==> config.mk <==
export PLATFORM = sky130hd
export DESIGN_NAME = buyruk_getirme
export DESIGN_NICKNAME = d
export VERILOG_FILES = /design/src/rtl/buyruk_getirme.sv
export SDC_FILE = /design/constraint.sdc
export NUM_CORES = 1
export LEC_CHECK = 0
export BUFFER_PORTS_ARGS = -buffer_cell sky130_fd_sc_hd__buf_4
export CAP_MARGIN = 25
export CORE_UTILIZATION = 40
export CTS_CLUSTER_DIAMETER = 100
export DETAILED_ROUTE_END_ITERATION = 8
export HOLD_SLACK_MARGIN = 0.02
export PLACE_DENSITY_LB_ADDON = 0.12
export SLEW_MARGIN = 40
export SYNTH_ARGS = -nofsm -noshare
export SYNTH_HDL_FRONTEND = slang
export SYNTH_SLANG_ARGS = --single-unit
==> constraint.sdc <==
create_clock -name clk -period 3.01 [get_ports clk]
set_clock_uncertainty 0.1 [all_clocks]
set_input_delay 0 -clock clk [delete_from_list [all_inputs] [get_ports clk]]
set_output_delay 0 -clock clk [all_outputs]
set_load 0.02 [all_outputs]
==> src/rtl/buyruk_getirme.sv <==
// Instruction prefetch unit: issues word-aligned fetch requests to memory,
// queues in-order responses in a small FIFO of {address, instruction} pairs,
// and handles redirects by flushing the FIFO and discarding stale responses.
module buyruk_getirme #(
    parameter int          DERINLIK     = 4,
    parameter logic [31:0] BASLANGIC_PS = 32'h0000_0000
) (
    input  logic        clk,
    input  logic        rst,
    output logic        bellek_istek,
    output logic [31:0] bellek_adres,
    input  logic        bellek_hazir,
    input  logic        bellek_yanit_gecerli,
    input  logic [31:0] bellek_veri,
    output logic        buyruk_gecerli,
    output logic [31:0] buyruk,
    output logic [31:0] buyruk_ps,
    input  logic        buyruk_hazir,
    input  logic        dallan,
    input  logic [31:0] dallan_adres
);

    localparam int PW = $clog2(DERINLIK);
    localparam int CW = $clog2(DERINLIK + 1);
    localparam logic [CW:0] DERIN_C = (CW + 1)'(DERINLIK);

    // Architectural state
    logic [31:0]   ps_reg, ps_next;
    logic [CW-1:0] bekleyen_reg, bekleyen_next;
    logic [CW-1:0] eski_reg, eski_next;
    logic [CW-1:0] dolu_reg, dolu_next;
    logic [PW-1:0] if_wr_reg, if_wr_next, if_rd_reg, if_rd_next;
    logic [PW-1:0] ff_wr_reg, ff_wr_next, ff_rd_reg, ff_rd_next;

    // In-flight address queue and instruction FIFO storage
    logic [31:0] if_adres_mem  [DERINLIK];
    logic [31:0] ff_ps_mem     [DERINLIK];
    logic [31:0] ff_buyruk_mem [DERINLIK];

    logic [CW:0] toplam;
    logic        kabul, yanit, atla, yaz, oku;
    logic        unused_bits;

    // The low two bits of a redirect target are forced to zero.
    assign unused_bits = ^dallan_adres[1:0];

    // Request credit: FIFO occupancy plus outstanding requests must stay below
    // depth so every response is guaranteed a FIFO slot. Gated by rst so the
    // request line drops immediately on asynchronous reset.
    assign toplam         = {1'b0, dolu_reg} + {1'b0, bekleyen_reg};
    assign bellek_istek   = rst && (toplam < DERIN_C) && !dallan;
    assign bellek_adres   = ps_reg;
    assign kabul          = bellek_istek && bellek_hazir;
    assign yanit          = bellek_yanit_gecerli;
    assign atla           = dallan || (eski_reg != '0);
    assign yaz            = yanit && !atla;
    assign buyruk_gecerli = (dolu_reg != '0);
    assign oku            = buyruk_gecerli && buyruk_hazir && !dallan;
    assign buyruk         = buyruk_gecerli ? ff_buyruk_mem[ff_rd_reg] : 32'h0;
    assign buyruk_ps      = buyruk_gecerli ? ff_ps_mem[ff_rd_reg]     : 32'h0;

    // Next-state computation for counters, pointers and fetch address
    always_comb begin
        ps_next       = ps_reg;
        bekleyen_next = bekleyen_reg + CW'(kabul) - CW'(yanit);
        eski_next     = eski_reg;
        dolu_next     = dolu_reg + CW'(yaz) - CW'(oku);
        if_wr_next    = kabul ? if_wr_reg + PW'(1) : if_wr_reg;
        if_rd_next    = yanit ? if_rd_reg + PW'(1) : if_rd_reg;
        ff_wr_next    = yaz   ? ff_wr_reg + PW'(1) : ff_wr_reg;
        ff_rd_next    = oku   ? ff_rd_reg + PW'(1) : ff_rd_reg;

        if (dallan) begin
            ps_next    = {dallan_adres[31:2], 2'b00};
            // Everything still outstanding after this cycle is stale; this
            // also covers a redirect arriving while older stale ones remain.
            eski_next  = bekleyen_reg - CW'(yanit);
            dolu_next  = '0;
            ff_wr_next = '0;
            ff_rd_next = '0;
        end else begin
            if (kabul) begin
                ps_next = ps_reg + 32'd4;
            end
            if (yanit && (eski_reg != '0)) begin
                eski_next = eski_reg - CW'(1);
            end
        end
    end

    // State register with asynchronous active-low reset
    always_ff @(posedge clk or negedge rst) begin
        if (!rst) begin
            ps_reg       <= {BASLANGIC_PS[31:2], 2'b00};
            bekleyen_reg <= '0;
            eski_reg     <= '0;
            dolu_reg     <= '0;
            if_wr_reg    <= '0;
            if_rd_reg    <= '0;
            ff_wr_reg    <= '0;
            ff_rd_reg    <= '0;
        end else begin
            ps_reg       <= ps_next;
            bekleyen_reg <= bekleyen_next;
            eski_reg     <= eski_next;
            dolu_reg     <= dolu_next;
            if_wr_reg    <= if_wr_next;
            if_rd_reg    <= if_rd_next;
            ff_wr_reg    <= ff_wr_next;
            ff_rd_reg    <= ff_rd_next;
        end
    end

    // Storage writes: record accepted addresses, store kept responses
    always_ff @(posedge clk) begin
        if (kabul) begin
            if_adres_mem[if_wr_reg] <= ps_reg;
        end
        if (yaz) begin
            ff_ps_mem[ff_wr_reg]     <= if_adres_mem[if_rd_reg];
            ff_buyruk_mem[ff_wr_reg] <= bellek_veri;
        end
    end

endmodule

==> impl_metrics.py, run 1 <==
metrics = {
    "outcome": {
        "status": "finished, final reports clean",
    },
    "clock_tree": {
        "cts_max_level": 2,
        "cts_root_buffer": "clkbuf_16",
        "cts_tree": "done",
        "clock-sinks": 415,
        "clk_pin_slew_worst_paths_ns": 0.06,
        "numCtsBuffers": 45,
        "cts_buffer_depth": 3,
        "postCtsSetupRepairBufs": 0,
        "clk_latency_ns": 0.57,
    },
    "hold_path": {
        "hold_path.class": "in -> async",
    },
    "sta": {
        "fmax_ghz": 0.358,
        "period_share": 0.929,
        "holdWs_ns": 0.0373,
        "rsz0062_at_grt": "no",
        "fin_crit_ns": 2.80,
        "tightest_slew_ns": 0.745,
        "setup_viol": 0,
        "fin_setup_tns_ns": 0,
        "slew_viol_final": 0,
        "slew_headroom": 0.504,
        "hold_violations": 0,
        "fin_ws_ns": 0.214,
    },
    "routing": {
        "drt-wirelength-per-cell_um": 20.5,
        "drtAntennaViolNets": 0,
        "first_pass_iters": 7,
        "wl_um": 34900,
        "viasPerCell": 5.07,
        "vias": 8626,
        "drc": 0,
        "drtIter0Drc": 520,
    },
    "place": {
        "port_buffers": 161,
        "dpl.hpwl_um": 22100,
        "pre_cts_slack_ns": 0.512,
        "gp_congestion": 0.737,
    },
    "global_routing": {
        "grt_max_degree": 65,
        "grt-ovfl-total": 0,
        "antenna_found_initial": 0,
        "grt_pass1_wl_um": 53900,
        "grt_util_all_layers": 0.172,
        "grt_pass1_vias": 9010,
    },
    "finish": {
        "drive_gt1_frac": 0.318,
        "top_register": "ff_buyruk_mem",
        "final_common_cell": "edfxtp_1",
        "fin_util": 0.513,
        "layout_common_cells": "368 x edfxtp_1, 174 x buf_4, 92 x mux4_2, 72 x dlygate4sd3_1, 66 x and2_1",
        "antennaDiodeCount": 0,
        "area_growth_pct": 26.5,
        "largest_register_ff_count": 128,
        "final_nets": 1226,
        "largestRegisters": "ff_buyruk_mem (128), ff_ps_mem (120), if_adres_mem (120)",
    },
    "pwr": {
        "p_leak_uw": 0.00735,
        "vdd_drop_max_mv": 0.582,
        "powerDensity_nw_per_um2": 814,
        "finalPower_uw": 17100,
    },
    "setup_path": {
        "reg2reg_to": "bellek_adres[28]",
        "critical_path_class": "reg -> reg",
        "rr_startpoint": "bekleyen_reg[2]",
        "reg2reg_slack_ns": 0.21,
        "cp.required_ns": 3.42,
        "worstPathMaxFanout": 31,
        "cp-start-kind": "flop",
        "r2r_cells": 8,
        "crit_arrival_ns": 3.20,
        "cp-end-kind": "flop",
    },
    "floorplan": {
        "core_area_um2": 40800,
        "io_pins": 168,
        "initial_utilization": 0.405,
        "die_w_um": 205,
        "rows": 74,
        "die-area_um2": 42200,
        "die_h_um": 205,
    },
    "synth": {
        "yosysTopAreaCell": "edfxtp_1",
        "ys_ff_latch": 415,
        "ys_warn_count": 0,
        "syn_area_um2": 16600,
        "synth_top_area_frac": 0.667,
        "ys_seq_area_frac": 0.739,
        "yosysUniqueCellTypes": 57,
        "syn_area_per_cell_um2": 19.2,
        "synth_ff_type": "edfxtp_1",
        "synth.area.top_cells": "edfxtp_1 67%, mux4_2 13%, dfrtp_1 7.1%",
        "postSynthCellCount": 863,
        "synth_edf_count": 368,
        "synth-async-reset-ratio": 0.113,
    },
    "flow_run": {
        "max-cap-violations": 0,
    },
}
==> stage by stage <==
stage	instance area, µm²	cells
after floorplan	16600	866
after global placement	18700	1548
after detailed placement	18700	1548
after CTS	20900	1702
after global routing	20900	1702
final	20900	1702
==> critical path: stages, from the launching register on <==
cell and delay [ns]:
dfrtp_1 0.42, ha_1 0.23, nor4_2 0.31, and4_4 0.27, buf_6 0.25, nand3_4 0.16
or3_1 0.37, nand3_1 0.08, dlygate4sd3_1 0.54
==> power breakdown <==
part / leakage (µW) / switching (µW) / internal, µW
sequential: 0.00389 / 425 / 6890
combinational: 0.00272 / 2170 / 2040
clock: 0.000736 / 2180 / 3350
==> cells in the mapped netlist, types with 2 or more instances <==
cell type	instances
nor3_1	3
nor2_1	25
ha_1	19
or4_1	2
mux4_2	92
a21oi_1	5
buf_1	2
fa_1	2
a32oi_1	2
nor2b_1	6
or3_1	5
buf_4	8
inv_1	17
o21ai_1	3
o211ai_1	8
o311ai_1	2
nand2b_1	3
nor3b_1	3
o21ai_0	18
xor2_1	14
nand3_1	15
nand4_1	9
and3_1	2
a221o_1	4
clkbuf_1	21
nand3b_1	2
a31oi_1	2
mux2i_1	3
nand2_1	37
xnor2_1	9
edfxtp_1	368
dfrtp_1	47
and2_1	70
buf_2	12
==> cells by family after synthesis <==
family | synth area share
buffers and inverters | 0.0172
AO/OA/AOI/OAI | 0.0187
other | 0.000227
AND/OR/NAND/NOR | 0.0695
multiplexers | 0.127
flip-flops | 0.739
XOR/XNOR | 0.0122
adder cells (fa/ha/maj) | 0.0168
==> final cells by class <==
type,count,area (µm²)
fill,3320,19900
sequential,415,12200
multi-input combinational,389,4070
timing repair buffer,266,2420
clock buffer,60,1250
tap,532,666
clock inverter,22,231
inverter,18,67.6
==> what timing repair did <==
| action | in CTS | in global routing |
|---|---|---|
| hold endpoints to repair | 220 | 0 |
| hold buffers | 72 | 0 |
| endpoints found under the setup margin | 0 | 1 |
| gates resized for setup | 0 | 2 |
==> routing by layer <==
metal / up-vias / share of wire / track usage
met2: 201 / 0.47 / 0.275
met5: - / 0 / 0
met3: 52 / 0.043 / 0.0293
met1: 4418 / 0.46 / 0.243
li1: 3955 / - / -
met4: 0 / 0.019 / 0.0505
==> how the worst max path moves through the flow <==
| stage | startpoint | endpoint | slack, ns | cells after the start |
|---|---|---|---|---|
| floorplan | eski_reg[0] | ff_buyruk_mem[0][0] | 0.05 | 5 |
| global placement | bekleyen_reg[2] | if_adres_mem[0][23] | 0.52 | 6 |
| detailed placement | bekleyen_reg[2] | if_adres_mem[0][28] | 0.51 | 6 |
| CTS | bekleyen_reg[2] | bellek_adres[28] | 0.04 | 8 |
| global route | bekleyen_reg[2] | bellek_adres[28] | 0.04 | 8 |
| finish | bekleyen_reg[2] | bellek_adres[28] | 0.21 | 8 |
No activity file was read; power rests on OpenSTA's default activity.
==> run 2, diff against run 1 <==
--- a/config.mk
+++ b/config.mk
@@ -7,7 +7,7 @@
 export LEC_CHECK = 0
 export BUFFER_PORTS_ARGS = -buffer_cell sky130_fd_sc_hd__buf_4
 export CAP_MARGIN = 25
-export CORE_UTILIZATION = 40
+export CORE_UTILIZATION = 53
 export CTS_CLUSTER_DIAMETER = 100
 export DETAILED_ROUTE_END_ITERATION = 8
 export HOLD_SLACK_MARGIN = 0.02
==> run 2 against run 1 <==
  * Design area is 2.2% lower
  * Setup slack better by 0.021 ns
  * Largest power group unchanged
  * Global-route usage is 3.0 points higher
==> impl_metrics.py, run 2 (synthesized netlist as in run 1, its figures left out) <==
metrics = {
    "global_routing": {
        "grt_use_met3": 0.0288,
        "grt.met1_usage": 0.285,
        "grt_pass1_vias": 8809,
        "grt-ovfl-total": 0,
        "grt_pass1_wl_um": 48800,
        "grt-busiest-layer": "met2",
        "use_met2": 0.338,
        "grt_util_all_layers": 0.202,
        "grt_max_degree": 65,
        "antenna_found_initial": 0,
    },
    "routing": {
        "viasPerCell": 5.56,
        "drt-wirelength-per-cell_um": 20.2,
        "drtIter0Drc": 478,
        "first_pass_iters": 5,
        "drtAntennaViolNets": 0,
        "vias": 8610,
        "wl_um": 31200,
        "drc": 0,
    },
    "clock_tree": {
        "cts_root_buffer": "clkbuf_16",
        "numCtsBuffers": 42,
        "clk_pin_slew_worst_paths_ns": 0.06,
        "cts_tree": "done",
        "clk_latency_ns": 0.52,
        "cts_max_level": 2,
        "clock-sinks": 415,
        "cts_buffer_depth": 3,
        "cts_resized": 0,
    },
    "pwr": {
        "combPwrFrac": 0.248,
        "power.switching_uw": 4490,
        "clkPwrFrac": 0.310,
        "vdd_drop_max_mv": 0.601,
        "powerDensity_nw_per_um2": 806,
        "p_leak_uw": 0.00722,
        "intPower_uw": 12000,
        "sw_frac_of_total": 0.272,
        "seq_power_share": 0.442,
    },
    "setup_path": {
        "reg2reg_slack_ns": 0.24,
        "worstPathMaxFanout": 14,
        "path_cells": "ha_1 -> nor4_2 -> and4_4 -> inv_2 -> buf_4 -> or4_1 -> nand3_1 -> dlygate4sd3_1",
        "r2r_cells": 8,
        "cp.required_ns": 3.37,
        "rr_startpoint": "bekleyen_reg[2]",
        "cp-end-kind": "flop",
        "crit_slowest_cell": "dlygate4sd3_1",
        "crit_arrival_ns": 3.13,
        "max_stage_delay_ns": 0.54,
        "critical_path_class": "reg -> reg",
        "reg2reg_to": "bellek_adres[29]",
        "cp-start-kind": "flop",
    },
    "floorplan": {
        "core_area_um2": 30700,
        "initial_utilization": 0.540,
        "io_pins": 168,
        "die_w_um": 179,
        "rows": 64,
        "die-area_um2": 31900,
        "die_h_um": 179,
    },
    "finish": {
        "regArea_um2": 12200,
        "largestRegisters": "ff_buyruk_mem (128), ff_ps_mem (120), if_adres_mem (120)",
        "final_common_cell": "edfxtp_1",
        "largest_register_ff_count": 128,
        "num-fill-cells": 2045,
        "area_growth_pct": 23.6,
        "layout_common_cells": "368 x edfxtp_1, 178 x buf_4, 92 x mux4_2, 71 x dlygate4sd3_1, 66 x and2_1",
        "antennaDiodeCount": 0,
        "drive_gt1_frac": 0.308,
        "multi_input_area_um2": 4060,
        "top_register": "ff_buyruk_mem",
        "final_nets": 1216,
    },
    "sta": {
        "fmax_ghz": 0.360,
        "fin_crit_ns": 2.77,
        "holdWs_ns": 0.0599,
        "setup_viol": 0,
        "tightest_slew_ns": 0.679,
        "fin_setup_tns_ns": 0,
        "hold_violations": 0,
        "period_share": 0.922,
        "slew_headroom": 0.548,
        "rsz0062_at_grt": "no",
        "slew_viol_final": 0,
    },
    "place": {
        "port_buffers": 161,
        "dpl.hpwl_um": 18200,
        "gp_congestion": 0.784,
    },
    "hold_path": {
        "hold_path.class": "in -> async",
    },
    "outcome": {
        "status": "finished, final reports clean",
    },
    "flow_run": {
        "max-cap-violations": 0,
    },
}
-- run 2: how the worst max path moves through the flow --
stage | from | to
final | bekleyen_reg[2] | bellek_adres[29]
after global routing | bekleyen_reg[2] | bellek_adres[29]
after CTS | bekleyen_reg[2] | bellek_adres[29]
after detailed placement | bekleyen_reg[2] | bekleyen_reg[2]
after global placement | bekleyen_reg[2] | bekleyen_reg[2]
after floorplan | eski_reg[0] | ff_buyruk_mem[0][0]
-- run 2: what timing repair did --
| action | 4_1_cts | 5_1_grt |
|---|---|---|
| setup buffers | 0 | 4 |
| endpoints found under the hold margin | 221 | 0 |
| setup endpoints to repair | 0 | 2 |
| hold buffers | 71 | 0 |
-- run 2: worst max-delay path, delay by kind of cell, from the launching register on --
| kind | cells | cell delay, ns |
|---|---|---|
| flip-flops | 1 | 0.41 |
| buffers and inverters | 3 | 0.77 |
| AND/OR/NAND/NOR | 4 | 1.20 |
| adder cells (fa/ha/maj) | 1 | 0.22 |
-- run 2: power by group through the flow --
stage	Combinational (µW)	Sequential, µW	Clock [µW]
after floorplan	2750	7230	0
after global placement	4050	7400	0
after detailed placement	4090	7420	0
after CTS	4190	7300	5210
after global routing	4480	7350	5410
final	4100	7290	5110
-- run 2: cell type report --
cell class,instances,area share
flip-flops and latches,415,0.598
multi-input cells,389,0.198
repair buffers,259,0.110
clock buffers,56,0.0585
well taps,396,0.0242
clock inverters,16,0.00825
inverters,18,0.00330
-- run 2: layer usage --
metal	wire (µm)	vias to the layer above
met5	0	-
met4	418	0
met3	1490	34
met2	15400	250
met1	13900	4411
li1	-	3915
-- run 2: through the flow --
step | power (µW) | instance area (µm²) | setup slack, ns | cells | util
CTS | 16700 | 20400 | 0.100 | 1545 | 0.666
detailed placement | 11500 | 18400 | 0.391 | 1402 | 0.599
floorplan | 9980 | 16600 | 0.0502 | 866 | -
global route | 17200 | 20500 | 0.0483 | 1549 | 0.667
global placement | 11400 | 18400 | 0.437 | 1402 | 0.599
finish | 16500 | 20500 | 0.235 | 1549 | 0.667
